File: src/rtl/branch_control_unit.sv
// Branch condition evaluator with a registered taken decision.
// Fixed one-cycle latency and no backpressure.
module branch_control_unit #(
    parameter int XLEN = 32
) (
    input  logic            clk,
    input  logic            rst_n,
    input  logic            in_valid,
    input  logic [2:0]      b_control,
    input  logic [XLEN-1:0] r1,
    input  logic [XLEN-1:0] r2,
    output logic            branch_sel,
    output logic            out_valid
);

    typedef enum logic [2:0] {
        BC_NEVER  = 3'b000,
        BC_BEQ    = 3'b001,
        BC_BNE    = 3'b010,
        BC_BLT    = 3'b011,
        BC_BGE    = 3'b100,
        BC_BLTU   = 3'b101,
        BC_BGEU   = 3'b110,
        BC_ALWAYS = 3'b111
    } bc_e;

    logic w_eq;
    logic w_lt;
    logic w_ltu;
    logic w_taken;
    logic r_branch_sel;
    logic r_out_valid;

    // Three shared comparators; every condition derives from these.
    always_comb begin
        w_eq  = (r1 == r2);
        w_lt  = ($signed(r1) < $signed(r2));
        w_ltu = (r1 < r2);
    end

    // Select the condition; unknown codes fall back to not-taken.
    always_comb begin
        w_taken = 1'b0;
        case (bc_e'(b_control))
            BC_NEVER:  w_taken = 1'b0;
            BC_BEQ:    w_taken = w_eq;
            BC_BNE:    w_taken = !w_eq;
            BC_BLT:    w_taken = w_lt;
            BC_BGE:    w_taken = !w_lt;
            BC_BLTU:   w_taken = w_ltu;
            BC_BGEU:   w_taken = !w_ltu;
            BC_ALWAYS: w_taken = 1'b1;
            default:   w_taken = 1'b0;
        endcase
    end

    // Register the decision; idle cycles and reset clear both outputs.
    always_ff @(posedge clk) begin
        if (!rst_n) begin
            r_branch_sel <= 1'b0;
            r_out_valid  <= 1'b0;
        end else if (in_valid) begin
            r_branch_sel <= w_taken;
            r_out_valid  <= 1'b1;
        end else begin
            r_branch_sel <= 1'b0;
            r_out_valid  <= 1'b0;
        end
    end

    assign branch_sel = r_branch_sel;
    assign out_valid  = r_out_valid;

endmodule

File: config.mk
export PLATFORM = sky130hd
export DESIGN_NAME = branch_control_unit
export DESIGN_NICKNAME = d
export VERILOG_FILES = /design/src/rtl/branch_control_unit.sv
export SDC_FILE = /design/constraint.sdc
export NUM_CORES = 1
export LEC_CHECK = 0
export CORE_MARGIN = 4
export CORE_UTILIZATION = 31
export CTS_CLUSTER_DIAMETER = 100
export CTS_CLUSTER_SIZE = 28
export DETAILED_ROUTE_END_ITERATION = 16
export MAX_ROUTING_LAYER = met4
export PLACE_DENSITY_LB_ADDON = 0.2
export RECOVER_POWER = 100
export SLEW_MARGIN = 20
export SYNTH_ARGS = -nofsm -noshare
export SYNTH_HDL_FRONTEND = slang
export SYNTH_SLANG_ARGS = --single-unit
File: constraint.sdc
create_clock -name clk -period 2.1 [get_ports clk]
set_clock_uncertainty 0.1 [all_clocks]
set_input_delay 0.315 -clock clk [delete_from_list [all_inputs] [get_ports clk]]
set_output_delay 0.315 -clock clk [all_outputs]
set_load 0.01 [all_outputs]
Word-level counts from Yosys, hierarchy flattened. Cells that the tools add are included.

Memories kept: 0. Bits of input ports: 70. RAM bits: 0. Logic and storage cells: 19. Register bits: 2. Bits in latches: 0. Output and inout port bits: 2. Memory bits (read-only): 0.

Mux-type cells: 2. Add/sub/neg operators: 0. Eq/ne operators: 8. Shift-type cells: 0. $mul: 0. Reduce and logical (&&, ||, !) cells: 5. Order comparisons: 2. Bitwise gates (word level): 0. Div/mod/pow operators: 0.

Operators by type and width (number): $lt 32x32->1 (2); $eq 32x32->1 (1); $eq 3x3->1 const B (4); $pmux 1 s8 (1); $eq 3x2->1 const B (2); $eq 3x1->1 const B (1); $logic_not 1->1 (3); $logic_not 3->1 (1); $reduce_and 2->1 (1); $mux 1 (1).

Depth between registers and ports, before layout.
Depth in word-level cells: 3. Depth in mapped cells: 9. Mapped depth without buffers: 9.

Least setup slack after synthesis. OpenSTA, ideal clock, no wires.

Path kind: in2reg. From: input r2[31]. To: register r_branch_sel (netlist: branch_sel). Arrival time: 1.920 ns. Setup time: 0.120 ns. Setup slack: -0.040 ns. Path buffers: 0. Cell stages on the path: 9. Data required time: 1.880 ns. Cell sequence: inv_1 ha_1 nand4_4 nor4_4 nand2_1 a31oi_2 o31a_1 nand3_1 o31a_1.

Word-level cells in the longest chain between the ends: 3. Elaborated cells between the ends (all ways): 7. Classes of those cells: order compare: 2; eq/ne: 1; mux: 1; reduce/logical: 3.

RTL lines: from (decl) (RTL line 11) `input logic [XLEN-1:0] r2,`; $lt 32x32->1 (tied with other cells) (RTL line 38) `w_ltu = (r1 < r2);`; $logic_not 1->1, on equally long branches (RTL line 51, 47, 49); $pmux 1 s8 (*) (RTL line 44) `case (bc_e'(b_control))`; to (signal assigned) (RTL line 63) `r_branch_sel <= w_taken;`; to (decl) (RTL line 31) `logic r_branch_sel;`.

Mark *: on every way between the ends. The rest lies on a longest branch, timed or not. A chain may end at the register's enable or synchronous reset.

Final worst setup path.
From: input r2[9]. To: register r_branch_sel (netlist: branch_sel).

Same word-level chain as after synthesis.

==> impl_metrics.py <==
metrics = {
    "synthesis": {
        "seq_area_frac_synth_pct": 4.103,
        "netlist.area_leader.share_pct": 41.03,
        "yosys.area.top_type": "ha_1",
        "yosysMostFrequentCell": "inv_1",
        "syn_area_per_cell_um2": 7.393,
        "synth_area_leaders": "ha_1 (41%), inv_1 (13%), a21oi_1 (7.2%)",
        "synth_cell_types": 25,
        "ys.flop_type": "dfxtp_1",
        "netlist_area_um2": 975.9,
        "synth_edf_count": 0,
        "async_flop_share_pct": 0,
        "synth_fp_nets": 234,
        "synth.cells.most_frequent": "inv_1 (34), ha_1 (32), a21oi_1 (14), nand2_1 (11)",
        "yosys_warnings": 0,
        "ys_ff_latch": 2,
        "synth_cells": 132,
    },
    "setup_path": {
        "crit_path_end_kind": "register",
        "path_cells": "buf_6 > inv_2 > ha_4 > nand4_1 > nor2_1 > a221oi_2 > a31oi_4 > buf_6 > buf_6 > o211ai_1 > nand3_1 > o31a_1",
        "path_common_cell": "buf_6",
        "cp.buffers_inverters": 4,
        "required_ps": 2100,
        "worstSetupStartpointType": "primary input",
        "crit_arrival_ps": 2130,
        "max_stage_delay_ps": 320,
        "crit_type": "primary input to register",
        "crit_family": "compound AO/OA/AOI/OAI gates",
        "slowest_stage": "a221oi_2",
        "cp_max_fo": 3,
    },
    "timing": {
        "max_slew_margin_pct": 79.06,
        "grt_setup_unrepaired": "true",
        "min_period_ps": 2132,
        "whs_ps": 630.6,
        "layout_setup_ws_ps": -32.34,
        "fin_crit_sh_pct": 101.5,
        "hold_viol_final": 0,
        "drv_slew": 0,
        "max_freq_ghz": 0.4690,
        "setup_violations": 1,
        "worst_pin_slew_ps": 311.8,
    },
    "clock_network": {
        "cts_buffer_depth": 2,
        "cts_tree": "built",
        "ctsHoldBuffers": 0,
        "clockRootBuffer": "clkbuf_4",
        "cts_buffers": 3,
        "clk_pin_slew_worst_paths_ps": 30,
        "htree_levels": 1,
        "cts.sinks": 2,
    },
    "run_status": {
        "status": "finished, violations left",
        "violations": "setup timing",
    },
    "pwr": {
        "peakVddDrop_v": 0.0001793,
        "p_leak_nw": 1.025,
        "p_per_area_nw_per_um2": 244.6,
        "total_power_mw": 0.5486,
    },
    "final_layout": {
        "fill_cells": 219,
        "drive_above_1_share_pct": 60.09,
        "final_core_util_pct": 74.09,
        "n_antenna_cell": 0,
        "area_growth_pct": 129.9,
        "finish.net_count": 327,
    },
    "detailed_routing": {
        "drt-initial-drc-count": 13,
        "num_vias": 1301,
        "via_per_inst": 4.873,
        "drt_first_pass_iters": 2,
        "drt_wl_total_um": 3859,
        "ant_nets": 0,
        "wl_per_cell_um": 14.45,
        "drc": 0,
    },
    "place": {
        "hpwl_um": 2743,
        "routabilityCongestion": 0.7961,
        "portBuffers": 71,
        "dp_slack_ps": -597.5,
    },
    "floorplanning": {
        "floorplan.initialDensity_pct": 32.23,
        "core_um2": 3028,
        "die-area_um2": 4110,
        "pin_count": 72,
        "rows": 20,
        "die_width_um": 64.11,
        "die_y_um": 64.11,
    },
    "global_routing": {
        "grt_pass1_vias": 1491,
        "gr-usage-all-layers_pct": 18.86,
        "antenna_found_initial": 0,
        "grt_overflow": 0,
        "grt_pass1_wl_um": 6147,
        "grt_start_max_net_pins": 7,
    },
    "hold_path": {
        "min-delay-path-class": "primary input to register",
    },
    "flow_run": {
        "drv_cap": 0,
    },
}
cells by family after synthesis:
| family | after synthesis | synth area share (%) |
|---|---|---|
| buffers and inverters | 34 | 13.08 |
| adder cells (fa/ha/maj) | 32 | 41.03 |
| AND/OR/NAND/NOR | 33 | 21.28 |
| flip-flops | 2 | 4.103 |
| AO/OA/AOI/OAI | 31 | 20.51 |
registers in the layout, indices dropped and copies added, names as in the netlist:
register and cells:
branch_sel 1, out_valid 1
path summary, 6_finish.rpt:
kind                  startpoint         end  cells after the start
worst min-delay path    in_valid   out_valid                      2
worst max-delay path       r2[9]  branch_sel                     12
area by class of cell:
class                   instances  area [um2]  area share, %
clock buffers                   3       22.52          1.004
flip-flops and latches          2       40.04          1.785
multi-input cells              96        1247          55.61
well taps                      44       55.05          2.454
inverters                      34       130.1          5.800
repair buffers                 88       748.2          33.35
repair_timing:
| item | CTS | global route |
|---|---|---|
| gates resized for setup | 209 | 45 |
| endpoints found under the setup margin | 1 | 1 |
| pin swaps | 55 | 37 |
| buffers inserted | 5 | 5 |
stage by stage:
stage / instance area (um2) / TNS [ps] / cells
after floorplan: 994.7 / 0 / 132
after global placement: 1813 / -545.7 / 254
after detailed placement: 1813 / -597.5 / 254
after CTS: 2118 / 0 / 262
after global routing: 2243 / -123.2 / 267
final: 2243 / -32.34 / 267
placed cells by master (no fill, tap or decap), types with 2 or more instances in the layout:
master	count
clkdlybuf4s15_1	14
nand3_1	4
nand2_2	4
a221oi_2	2
dlygate4sd3_1	2
a21oi_2	8
a21oi_1	6
clkdlybuf4s50_1	5
clkbuf_2	7
ha_1	3
inv_1	6
dlymetal6s2s_1	6
nand4_4	2
o21ai_0	2
clkbuf_4	3
ha_2	2
dfxtp_1	2
nand2_1	7
o21ai_2	4
ha_4	27
buf_6	13
buf_2	16
nand4_1	6
dlygate4sd2_1	11
o211ai_1	3
nor2_1	3
o31a_1	2
buf_4	14
inv_2	27
layer usage:
| layer | global-route usage [%] | vias up | wire length, um |
|---|---|---|---|
| met5 | - | - | 0 |
| met4 | 6.069 | 0 | 82 |
| met3 | 3.163 | 10 | 187 |
| met2 | 39.10 | 47 | 2315 |
| met1 | 16.86 | 594 | 1273 |
| li1 | - | 650 | - |
power by group:
part	switching [mW]	leakage [nW]	internal [mW]
Clock	0.0190	0.0138	0.0628
Combinational	0.183	0.995	0.242
Sequential	0.000466	0.0165	0.0407
No activity file was read; power rests on OpenSTA's default activity.
